## src/rtl/pipeline_ctrl_pkg.sv

```systemverilog
// Shared types and constants for the front-end pipeline control logic:
// FSM state encoding, the four-bit control word and the load-use check.
package pipeline_ctrl_pkg;

  typedef enum logic [1:0] {
    RUN      = 2'd0,
    MEM_WAIT = 2'd1,
    FLUSH    = 2'd2
  } ctrl_state_t;

  localparam logic [31:0] NOP_INSTR   = 32'h0000_0013;
  localparam int          FLUSH_CNT_W = 2;

  typedef struct packed {
    logic pc_write_en;
    logic if_id_write_en;
    logic if_id_flush;
    logic id_ex_bubble;
  } ctrl_word_t;

  localparam ctrl_word_t CW_RUN = '{pc_write_en: 1'b1, if_id_write_en: 1'b1,
                                    if_id_flush: 1'b0, id_ex_bubble:   1'b0};
  localparam ctrl_word_t CW_FREEZE = '{pc_write_en: 1'b0, if_id_write_en: 1'b0,
                                       if_id_flush: 1'b0, id_ex_bubble:   1'b0};
  localparam ctrl_word_t CW_SQUASH = '{pc_write_en: 1'b1, if_id_write_en: 1'b1,
                                       if_id_flush: 1'b1, id_ex_bubble:   1'b1};
  localparam ctrl_word_t CW_STALL = '{pc_write_en: 1'b0, if_id_write_en: 1'b0,
                                      if_id_flush: 1'b0, id_ex_bubble:   1'b1};
  localparam ctrl_word_t CW_RESET = '{pc_write_en: 1'b0, if_id_write_en: 1'b0,
                                      if_id_flush: 1'b1, id_ex_bubble:   1'b1};

  // x0 is hard-wired zero, so a load targeting it never creates a dependency.
  function automatic logic load_use(input logic       mem_read,
                                    input logic [4:0] ex_rd,
                                    input logic [4:0] id_rs1,
                                    input logic [4:0] id_rs2);
    return mem_read && (ex_rd != 5'd0) && ((ex_rd == id_rs1) || (ex_rd == id_rs2));
  endfunction

endpackage

```

## src/rtl/if_id_hazard_ctrl_if.sv

```systemverilog
// Bundle of hazard inputs, pipeline control outputs and statistics counters
// exchanged between the CPU datapath (master) and the hazard controller (slave).
interface if_id_hazard_ctrl_if #(
  parameter int CNT_W = 16
);

  logic             IMEM_BUSYWAIT;
  logic             DMEM_BUSYWAIT;
  logic [4:0]       ID_RS1;
  logic [4:0]       ID_RS2;
  logic [4:0]       EX_RD;
  logic             EX_MEM_READ;
  logic             BRANCH_TAKEN;
  logic             PC_WRITE_EN;
  logic             IF_ID_WRITE_EN;
  logic             IF_ID_FLUSH;
  logic             ID_EX_BUBBLE;
  logic [CNT_W-1:0] STALL_COUNT;
  logic [CNT_W-1:0] FLUSH_COUNT;

  modport master (
    output IMEM_BUSYWAIT, DMEM_BUSYWAIT, ID_RS1, ID_RS2, EX_RD, EX_MEM_READ, BRANCH_TAKEN,
    input  PC_WRITE_EN, IF_ID_WRITE_EN, IF_ID_FLUSH, ID_EX_BUBBLE, STALL_COUNT, FLUSH_COUNT
  );

  modport slave (
    input  IMEM_BUSYWAIT, DMEM_BUSYWAIT, ID_RS1, ID_RS2, EX_RD, EX_MEM_READ, BRANCH_TAKEN,
    output PC_WRITE_EN, IF_ID_WRITE_EN, IF_ID_FLUSH, ID_EX_BUBBLE, STALL_COUNT, FLUSH_COUNT
  );

endinterface

```

## src/rtl/sat_counter.sv

```systemverilog
// Up-counter that sticks at all-ones; used for the stall and flush statistics.
module sat_counter #(
  parameter int CNT_W = 16
) (
  input  logic             clk,
  input  logic             rst_n,
  input  logic             i_en,
  output logic [CNT_W-1:0] o_count
);

  logic [CNT_W-1:0] r_count;

  // NOTE: sequential state uses non-blocking assignment so every flop samples
  // its inputs from before the edge, independent of block evaluation order.
  always_ff @(posedge clk or negedge rst_n) begin
    if (!rst_n) begin
      r_count <= '0;
    end else if (i_en && (r_count != '1)) begin
      r_count <= r_count + 1'b1;
    end
  end

  assign o_count = r_count;

endmodule

```

## src/rtl/if_id_hazard_ctrl.sv

```systemverilog
// Front-end hazard sequencer: folds DMEM/IMEM busy-waits, load-use hazards and
// taken branches into one per-cycle control word for PC, IF/ID and ID/EX.
module if_id_hazard_ctrl
  import pipeline_ctrl_pkg::*;
#(
  parameter int FLUSH_CYCLES = 1,
  parameter int CNT_W        = 16
) (
  input logic                CLK,
  input logic                RESET,
  if_id_hazard_ctrl_if.slave bus
);

  localparam logic [FLUSH_CNT_W-1:0] FLUSH_LOAD = FLUSH_CNT_W'(FLUSH_CYCLES - 1);

  ctrl_state_t            r_state;
  ctrl_state_t            w_state_nxt;
  logic [FLUSH_CNT_W-1:0] r_flush_cnt;
  logic [FLUSH_CNT_W-1:0] w_flush_cnt_nxt;
  logic                   r_pend_br;
  logic                   w_pend_br_nxt;
  logic                   w_flush_entry;
  logic                   w_lu;
  ctrl_word_t             w_ctrl;
  ctrl_word_t             w_out;

  assign w_lu = load_use(bus.EX_MEM_READ, bus.EX_RD, bus.ID_RS1, bus.ID_RS2);

  // NOTE: every signal written here gets a default first, so no path through
  // the priority chain leaves a value unassigned and no latch is inferred.
  always_comb begin
    w_ctrl          = CW_RUN;
    w_state_nxt     = RUN;
    w_flush_cnt_nxt = r_flush_cnt;
    w_pend_br_nxt   = r_pend_br;
    w_flush_entry   = 1'b0;

    if (bus.DMEM_BUSYWAIT) begin
      // Whole front end freezes; a redirect seen now is replayed once memory frees up.
      w_ctrl          = CW_FREEZE;
      w_state_nxt     = MEM_WAIT;
      w_flush_cnt_nxt = '0;
      w_pend_br_nxt   = r_pend_br | bus.BRANCH_TAKEN;
    end else if (r_state == FLUSH) begin
      w_ctrl          = CW_SQUASH;
      w_flush_cnt_nxt = r_flush_cnt - 1'b1;
      w_state_nxt     = (r_flush_cnt <= FLUSH_CNT_W'(1)) ? RUN : FLUSH;
    end else if (bus.BRANCH_TAKEN || r_pend_br) begin
      w_ctrl        = CW_SQUASH;
      w_flush_entry = 1'b1;
      w_pend_br_nxt = 1'b0;
      if (FLUSH_CYCLES > 1) begin
        w_state_nxt     = FLUSH;
        w_flush_cnt_nxt = FLUSH_LOAD;
      end else begin
        w_flush_cnt_nxt = '0;
      end
    end else if (w_lu || bus.IMEM_BUSYWAIT) begin
      w_ctrl = CW_STALL;
    end
  end

  always_ff @(posedge CLK or negedge RESET) begin
    if (!RESET) begin
      r_state     <= RUN;
      r_flush_cnt <= '0;
      r_pend_br   <= 1'b0;
    end else begin
      r_state     <= w_state_nxt;
      r_flush_cnt <= w_flush_cnt_nxt;
      r_pend_br   <= w_pend_br_nxt;
    end
  end

  // Hold the pipeline squashed and the PC still for as long as reset is low.
  assign w_out = RESET ? w_ctrl : CW_RESET;

  assign bus.PC_WRITE_EN    = w_out.pc_write_en;
  assign bus.IF_ID_WRITE_EN = w_out.if_id_write_en;
  assign bus.IF_ID_FLUSH    = w_out.if_id_flush;
  assign bus.ID_EX_BUBBLE   = w_out.id_ex_bubble;

  sat_counter #(.CNT_W(CNT_W)) u_stall_cnt (
    .clk     (CLK),
    .rst_n   (RESET),
    .i_en    (~w_ctrl.pc_write_en),
    .o_count (bus.STALL_COUNT)
  );

  sat_counter #(.CNT_W(CNT_W)) u_flush_cnt (
    .clk     (CLK),
    .rst_n   (RESET),
    .i_en    (w_flush_entry),
    .o_count (bus.FLUSH_COUNT)
  );

endmodule

```

## src/flat_wrapper.sv

```systemverilog
// flat-port wrapper written by rule: the top's interface ports become plain ports
module if_id_hazard_ctrl_flat import pipeline_ctrl_pkg::*;
#(
  parameter int FLUSH_CYCLES = 1,
  parameter int CNT_W        = 16
)
  (CLK, RESET, bus_IMEM_BUSYWAIT, bus_DMEM_BUSYWAIT, bus_ID_RS1, bus_ID_RS2, bus_EX_RD, bus_EX_MEM_READ, bus_BRANCH_TAKEN, bus_PC_WRITE_EN, bus_IF_ID_WRITE_EN, bus_IF_ID_FLUSH, bus_ID_EX_BUBBLE, bus_STALL_COUNT, bus_FLUSH_COUNT);
  if_id_hazard_ctrl_if #(.CNT_W(CNT_W)) bus_i ();
  input logic CLK;
  input logic RESET;
  input wire logic [$bits(bus_i.IMEM_BUSYWAIT)-1:0] bus_IMEM_BUSYWAIT;
  input wire logic [$bits(bus_i.DMEM_BUSYWAIT)-1:0] bus_DMEM_BUSYWAIT;
  input wire logic [$bits(bus_i.ID_RS1)-1:0] bus_ID_RS1;
  input wire logic [$bits(bus_i.ID_RS2)-1:0] bus_ID_RS2;
  input wire logic [$bits(bus_i.EX_RD)-1:0] bus_EX_RD;
  input wire logic [$bits(bus_i.EX_MEM_READ)-1:0] bus_EX_MEM_READ;
  input wire logic [$bits(bus_i.BRANCH_TAKEN)-1:0] bus_BRANCH_TAKEN;
  output wire logic [$bits(bus_i.PC_WRITE_EN)-1:0] bus_PC_WRITE_EN;
  output wire logic [$bits(bus_i.IF_ID_WRITE_EN)-1:0] bus_IF_ID_WRITE_EN;
  output wire logic [$bits(bus_i.IF_ID_FLUSH)-1:0] bus_IF_ID_FLUSH;
  output wire logic [$bits(bus_i.ID_EX_BUBBLE)-1:0] bus_ID_EX_BUBBLE;
  output wire logic [$bits(bus_i.STALL_COUNT)-1:0] bus_STALL_COUNT;
  output wire logic [$bits(bus_i.FLUSH_COUNT)-1:0] bus_FLUSH_COUNT;
  assign bus_i.IMEM_BUSYWAIT = bus_IMEM_BUSYWAIT;
  assign bus_i.DMEM_BUSYWAIT = bus_DMEM_BUSYWAIT;
  assign bus_i.ID_RS1 = bus_ID_RS1;
  assign bus_i.ID_RS2 = bus_ID_RS2;
  assign bus_i.EX_RD = bus_EX_RD;
  assign bus_i.EX_MEM_READ = bus_EX_MEM_READ;
  assign bus_i.BRANCH_TAKEN = bus_BRANCH_TAKEN;
  assign bus_PC_WRITE_EN = bus_i.PC_WRITE_EN;
  assign bus_IF_ID_WRITE_EN = bus_i.IF_ID_WRITE_EN;
  assign bus_IF_ID_FLUSH = bus_i.IF_ID_FLUSH;
  assign bus_ID_EX_BUBBLE = bus_i.ID_EX_BUBBLE;
  assign bus_STALL_COUNT = bus_i.STALL_COUNT;
  assign bus_FLUSH_COUNT = bus_i.FLUSH_COUNT;
  if_id_hazard_ctrl #(.FLUSH_CYCLES(FLUSH_CYCLES), .CNT_W(CNT_W)) u_core (.CLK(CLK), .RESET(RESET), .bus(bus_i));
endmodule
```

## config.mk

```make
export PLATFORM = sky130hd
export DESIGN_NAME = if_id_hazard_ctrl_flat
export DESIGN_NICKNAME = d
export VERILOG_FILES = /design/src/rtl/pipeline_ctrl_pkg.sv /design/src/rtl/if_id_hazard_ctrl_if.sv /design/src/rtl/sat_counter.sv /design/src/rtl/if_id_hazard_ctrl.sv /design/src/flat_wrapper.sv
export SDC_FILE = /design/constraint.sdc
export NUM_CORES = 1
export LEC_CHECK = 0
export CORE_MARGIN = 4
export CORE_UTILIZATION = 26
export DETAILED_ROUTE_END_ITERATION = 8
export GPL_TIMING_DRIVEN = 1
export SYNTH_ARGS = -nofsm -noshare
export SYNTH_HDL_FRONTEND = slang
export SYNTH_SLANG_ARGS = --single-unit
```

## constraint.sdc

```tcl
create_clock -name CLK -period 3.5 [get_ports CLK]
set_input_delay 0.35 -clock CLK [delete_from_list [all_inputs] [get_ports CLK]]
set_output_delay 0.35 -clock CLK [all_outputs]
set_load 0.05 [all_outputs]
```

==> out/summary.txt, run 1 <==
=====================================================================================
Post-Syn Nets                                                                     211
Leading cell type in the layout, fill and taps excluded                  sky130_fd_sc_hd__clkdlybuf4s50_1
Dominant synthesized flop cell                                           sky130_fd_sc_hd__dfrtp_1
Row count                                                                          30
Routed wire length                                                            4.19 mm
Kind of end point of the critical path                                    output port
# Post-CTS Setup Buffers                                                            0
Data required time at the worst endpoint                                      3.15 ns
Leading cell types by total area after synthesis                         sky130_fd_sc_hd__dfrtp_1 (49%), sky130_fd_sc_hd__xnor2_1 (11%), sky130_fd_sc_hd__xor2_1 (7.8%)
Arrival time at the worst endpoint                                            2.74 ns
Largest family of logic cells by synthesized area                        simple AND/OR/NAND/NOR gates
CP Cell Sequence                                                         clkdlybuf4s50_1 > or4_1 > o21ai_2 > nor2b_1 > nor2_1 > o211a_1 > clkdlybuf4s50_1
Die Y-Extent                                                                  93.6 um
Worst hold slack                                                             0.160 ns
Critical-path top delay cell                                             sky130_fd_sc_hd__clkdlybuf4s50_1
Total track usage                                                               0.104
Category of the worst setup path launch point                            primary input
Fraction of the mapped netlist area in simple logic gates                       0.215
Synthesized instance count                                                        187
Post-synthesis cell type count                                                     37
Number of enable flip-flop cells after synthesis                                    0
Met2 wirelength from detailed routing                                         1.97 mm
Fraction of the mapped netlist area in compound gates                          0.0578
Setup CP Type                                                            primary input to output port
Clock Latency Late Sink                                                       0.28 ns
Static leakage                                                             0.00114 uW
TritonCTS clock tree                                                              yes
Fin nets                                                                          272
Number of global-route vias before repair                                        1554
Area of combinational cells with multiple inputs                              931 um2
Clock-pin slew of the registers on the worst-case setup and hold paths        0.07 ns
Number of fillers in the final layout                                             707
Antenna diode instance count                                                        0
Cell area after layout                                                       2680 um2
Number of detailed-route iterations in the first pass                               4
GRT overflow                                                                        0
FF+latch area                                                                 926 um2
Final cell count without fillers                                                  345
CTS buffer count                                                                    5
Uppermost signal routing layer after detailed routing                            met4
Total via count in the routed design                                             1524
Final HPWL DP                                                                 3.15 mm
CTS Root Cell                                                            sky130_fd_sc_hd__clkbuf_8
Top-area cell type share of the netlist area                                    0.486
Final core area utilization                                                     0.386
Worst-case headroom to the max-slew limit                                       0.552
Number of sinks on the clock net                                                   37
Library cell occupying the most area in the post-synthesis netlist       sky130_fd_sc_hd__dfrtp_1
Post-synthesis sequential element count                                            37
Horizontal die dimension                                                      93.6 um
Crit-path most repeated cell                                             sky130_fd_sc_hd__clkdlybuf4s50_1
Setup-failing EPs final                                                             0
Detailed-routed wire length on met3                                            163 um
Count of input and output buffers                                                  56
Minimum clock period                                                          3.09 ns
Average cell area after synthesis                                            10.2 um2
Yosys warns                                                                         0
Share of post-route cells with drive strength above 1                          0.0602
Post-route DRC                                                                      0
Final GP Congestion                                                             0.730
First-pass GRT wire length                                                    7.27 mm
Power Dens Cells                                                           577 nW/um2
Worst-margin pin slew                                                        0.671 ns
Starting Density                                                                0.274
Multiplexer area fraction after synthesis                                      0.0118
Boundary pin count                                                                 57
Remaining antenna violation count after routing                                     0
Pin count of the biggest net entering global routing                               39
Wire length per cell after detailed routing                                   12.1 um
Total negative slack                                                             0 ns
Placeable core area                                                          6940 um2
Post-CTS sizing                                                                     0
Layout Area Growth over Synthesis                                               40.8%
Final Hold Viols                                                                    0
RSZ-0062 raised after global routing                                            false
Post-DP Area                                                                 2570 um2
Maximum number of buffers from clock root to sink                                   2
Routed met1 length                                                            1.99 mm
DP Cell Count                                                                     337
Result of the run                                                           completed
Via density per instance                                                         4.42
Initial antenna violation count                                                     0
Class of the worst hold path                                             primary input to asynchronous set/reset pin
F_max                                                                         324 MHz
Xor/xnor share of the synthesized area                                          0.184
Part of the cycle the worst path needs                                          0.882
Overall die area                                                             8760 um2
Peak VDD IR                                                                  0.331 mV
CTS H-tree lvls                                                                     2
Clk_skew                                                                   0.00411 ns
Max-capacitance violation count                                                     0
Worst-path maximum fanout                                                           3
Post-synth design cell area                                                  1910 um2
First DRT Iteration DRCs                                                           31
Most used cells in the layout excluding fill and tap cells               sky130_fd_sc_hd__clkdlybuf4s50_1 (55), sky130_fd_sc_hd__dfrtp_1 (37), sky130_fd_sc_hd__xnor2_1 (23)
Hold-fix buffers at CTS                                                             0
Largest stage delay, worst path                                               0.80 ns
Part of the Yosys area used for sequential elements                             0.486
Fraction of synthesis flops using an asynchronous set or reset pin               1.00
Number of max-slew violations in the final report                                   0
Area share of fa/ha/maj cells after synthesis                                  0.0197
=====================================================================================
-- per-stage QoR --
| step | setup WS, ns | total power, uW |
|---|---|---|
| after floorplan | 1.23 | 965 |
| after global placement | 0.437 | 1180 |
| after detailed placement | 0.399 | 1190 |
| after CTS | 0.401 | 1570 |
| after global routing | 0.271 | 1640 |
| final | 0.414 | 1550 |
-- cell usage after synthesis, types with 2 or more instances --
cell                       instances
sky130_fd_sc_hd__a31oi_1           2
sky130_fd_sc_hd__xor2_1           17
sky130_fd_sc_hd__dfrtp_1          37
sky130_fd_sc_hd__nand2b_1          2
sky130_fd_sc_hd__a21oi_1           3
sky130_fd_sc_hd__nor3_1            7
sky130_fd_sc_hd__inv_1             7
sky130_fd_sc_hd__ha_1              3
sky130_fd_sc_hd__nor4_1            3
sky130_fd_sc_hd__nand3_1          13
sky130_fd_sc_hd__o21ai_2           2
sky130_fd_sc_hd__nand2_1          14
sky130_fd_sc_hd__nor2b_1           3
sky130_fd_sc_hd__nor2_1           18
sky130_fd_sc_hd__and3_1            6
sky130_fd_sc_hd__nand4_1           7
sky130_fd_sc_hd__xnor2_1          23
-- routing by layer --
metal / vias up / global-route usage
met1: 726 / 0.135
li1: 759 / -
met2: 33 / 0.163
met5: - / 0
met4: 0 / 0.0397
met3: 6 / 0.0290
-- cells by family after synthesis --
logic type                 after synthesis
DFF                                     37
adders and majority gates                3
xor gates and xnor gates                40
buffers and inverters                   10
and+or+nand+nor                         80
muxes                                    2
AOI/OAI and AO/OA                       15
-- critical path, delay by kind of cell --
family                 cells  cell delay (ns)
and+or+nand+nor            3             0.76
buffers and inverters      2             1.27
AOI/OAI and AO/OA          2             0.36
-- registers in the layout, indices dropped and copies added, names as in the netlist --
register / count
u_core.r_pend_br: 1
u_core.u_stall_cnt.o_count: 16
u_core.u_flush_cnt.o_count: 16
u_core.r_state: 2
u_core.r_flush_cnt: 2
-- cell type report --
cell class,instances,area share
clock inverter,1,0.0112
timing repair buffer,57,0.210
sequential,37,0.345
multi-input combinational,140,0.347
tap,96,0.0448
inverter,7,0.00979
clock buffer,7,0.0322
-- report_power, final --
part	leakage [uW]	total (uW)	switching, uW	internal [uW]
Combinational	0.000615	580	365	215
Sequential	0.000471	589	91.2	498
Clock	0.0000585	378	146	232
-- final timing paths --
kind,start,end,slack [ns],cells past startpoint
setup / recovery,bus_EX_RD[0],bus_IF_ID_WRITE_EN,0.41,7
hold / removal,RESET,u_core.r_state[0],0.16,2
setup reg to reg,u_core.u_stall_cnt.o_count[0],u_core.u_stall_cnt.o_count[5],1.32,7
hold reg to reg,u_core.u_stall_cnt.o_count[15],u_core.u_stall_cnt.o_count[15],0.50,1
max in group asynchronous,RESET,u_core.u_stall_cnt.o_count[10],3.01,2
min in group CLK,u_core.u_stall_cnt.o_count[15],u_core.u_stall_cnt.o_count[15],0.50,1
Power figures use the tool's default switching activity.
==> run 2, diff against run 1 <==
CTS_CLUSTER_SIZE = 16   (was unset)
SETUP_SLACK_MARGIN = 0.2   (was unset)
==> results of run 2 <==
The final DEF is identical to that of run 1; final timing and power are the same.
==> run 3, diff against run 2 <==
CTS_BUF_LIST = sky130_fd_sc_hd__clkbuf_16   (was unset)
clock period = 2.8 ns   (was 3.5 ns; I/O delays follow)
==> out/summary.txt, run 3 (synthesis results as in run 1) <==
=====================================================================================
Class of the worst hold path                                             primary input to asynchronous set/reset pin
Part of the cycle the worst path needs                                          0.863
Number of sinks on the clock net                                                   37
Arrival time at the worst endpoint                                            2.14 ns
# Post-CTS Setup Buffers                                                            0
First-pass GRT wire length                                                    7.20 mm
Cell area after layout                                                       2780 um2
Global-route met2 utilization                                                   0.164
Die Y-Extent                                                                  93.6 um
Share of post-route cells with drive strength above 1                          0.0754
Antenna diode instance count                                                        0
Final GP Congestion                                                             0.729
Crit-path leading delay family                                           buffers and inverters
Largest stage delay, worst path                                               0.83 ns
TritonCTS clock tree                                                              yes
Pin count of the biggest net entering global routing                               37
Buffers plus inverters on the worst setup path                                      2
Total track usage                                                               0.103
Number of global-route vias before repair                                        1572
First DRT Iteration DRCs                                                           38
Setup WS pre-CTS                                                             0.419 ns
Result of the run                                                           completed
Static leakage                                                             0.00120 uW
Number of detailed-route iterations in the first pass                               4
F_max                                                                         414 MHz
Final core area utilization                                                     0.401
Clock power frac                                                                0.294
Overall die area                                                             8760 um2
Register share of total power                                                   0.353
Wire length per cell after detailed routing                                   11.9 um
Peak VDD IR                                                                  0.423 mV
Total via count in the routed design                                             1510
Post-DP Area                                                                 2610 um2
Count of input and output buffers                                                  56
Power Dens Cells                                                           748 nW/um2
Total negative slack                                                             0 ns
Final HPWL DP                                                                 3.13 mm
Final Hold Viols                                                                    0
Remaining antenna violation count after routing                                     0
Data required time at the worst endpoint                                      2.52 ns
Worst-case headroom to the max-slew limit                                       0.665
Global routing usage on met1                                                    0.133
Combinational power share                                                       0.353
Global Route met3 Usage                                                        0.0314
Internal power                                                                1310 uW
Setup CP Type                                                            flip-flop to output port
Minimum clock period                                                          2.42 ns
Max-capacitance violation count                                                     0
Starting Density                                                                0.274
Tot Pwr                                                                       2080 uW
Kind of end point of the critical path                                    output port
Routed wire length                                                            4.15 mm
Switching part of the total power                                               0.369
RSZ-0062 raised after global routing                                            false
Worst-margin pin slew                                                        0.500 ns
CTS Root Cell                                                            sky130_fd_sc_hd__clkbuf_16
Category of the worst setup path launch point                               flip-flop
CTS H-tree lvls                                                                     2
Row count                                                                          30
Post-route DRC                                                                      0
Boundary pin count                                                                 57
GRT overflow                                                                        0
Switching power                                                                769 uW
Layout Area Growth over Synthesis                                               46.1%
Horizontal die dimension                                                      93.6 um
Number of max-slew violations in the final report                                   0
CP Cell Sequence                                                         nor2b_1 > nor3_1 > buf_4 > o21ai_0 > clkdlybuf4s50_1
Hold-fix buffers at CTS                                                             1
Leading cell type in the layout, fill and taps excluded                  sky130_fd_sc_hd__clkdlybuf4s50_1
Clock-pin slew of the registers on the worst-case setup and hold paths        0.05 ns
Worst-path maximum fanout                                                           4
Fin nets                                                                          275
Setup-failing EPs final                                                             0
Initial antenna violation count                                                     0
Critical-path top delay cell                                             sky130_fd_sc_hd__clkdlybuf4s50_1
Most heavily used metal layer in global routing                                  met2
Most used cells in the layout excluding fill and tap cells               sky130_fd_sc_hd__clkdlybuf4s50_1 (52), sky130_fd_sc_hd__dfrtp_1 (37), sky130_fd_sc_hd__xnor2_1 (23)
Via density per instance                                                         4.34
Post-CTS sizing                                                                     0
Maximum number of buffers from clock root to sink                                   2
Clock Latency Late Sink                                                       0.27 ns
Worst setup margin                                                           0.384 ns
Placeable core area                                                          6940 um2
CTS buffer count                                                                    5
Clk_skew                                                                   0.00533 ns
=====================================================================================
==> run 3: area by class of cell <==
type                    instances  area, um2
fillers                       685       4160
multi-input cells             140        931
flip-flops and latches         37        926
repair buffers                 60        618
clock buffers                   5        125
well taps                      96        120
clock inverters                 3       37.5
inverters                       7       26.3
==> run 3: path summary, 6_finish.rpt <==
check	from	to	slack (ns)	depth (start not counted)
min in group CLK	u_core.u_stall_cnt.o_count[15]	u_core.u_stall_cnt.o_count[15]	0.49	1
hold / removal	RESET	u_core.r_state[0]	0.35	2
setup reg to reg	u_core.u_stall_cnt.o_count[0]	u_core.u_stall_cnt.o_count[5]	0.68	8
max in group asynchronous	RESET	u_core.u_stall_cnt.o_count[14]	1.80	3
setup / recovery	u_core.r_state[0]	bus_IF_ID_FLUSH	0.38	5
hold reg to reg	u_core.u_stall_cnt.o_count[15]	u_core.u_stall_cnt.o_count[15]	0.49	1
==> run 3: power by group through the flow <==
stage | sequential [uW] | clock (uW) | combinational (uW)
floorplan | 1020 | 0 | 184
finish | 735 | 613 | 736
CTS | 737 | 633 | 746
global route | 751 | 657 | 784
detailed placement | 746 | 0 | 742
global placement | 745 | 0 | 737
==> run 3: layer usage <==
layer	up-vias	wire length, um
met5	-	0
met4	0	33
met3	4	166
met2	28	1950
met1	711	1990
li1	767	-
==> run 3: metrics by stage <==
| step | instances | hold WS (ns) |
|---|---|---|
| 2_1_floorplan | 187 | -0.0156 |
| 3_3_place_gp | 339 | 0.0981 |
| 3_5_place_dp | 339 | 0.0930 |
| 4_1_cts | 348 | 0.356 |
| 5_1_grt | 348 | 0.388 |
| 6_report | 348 | 0.352 |
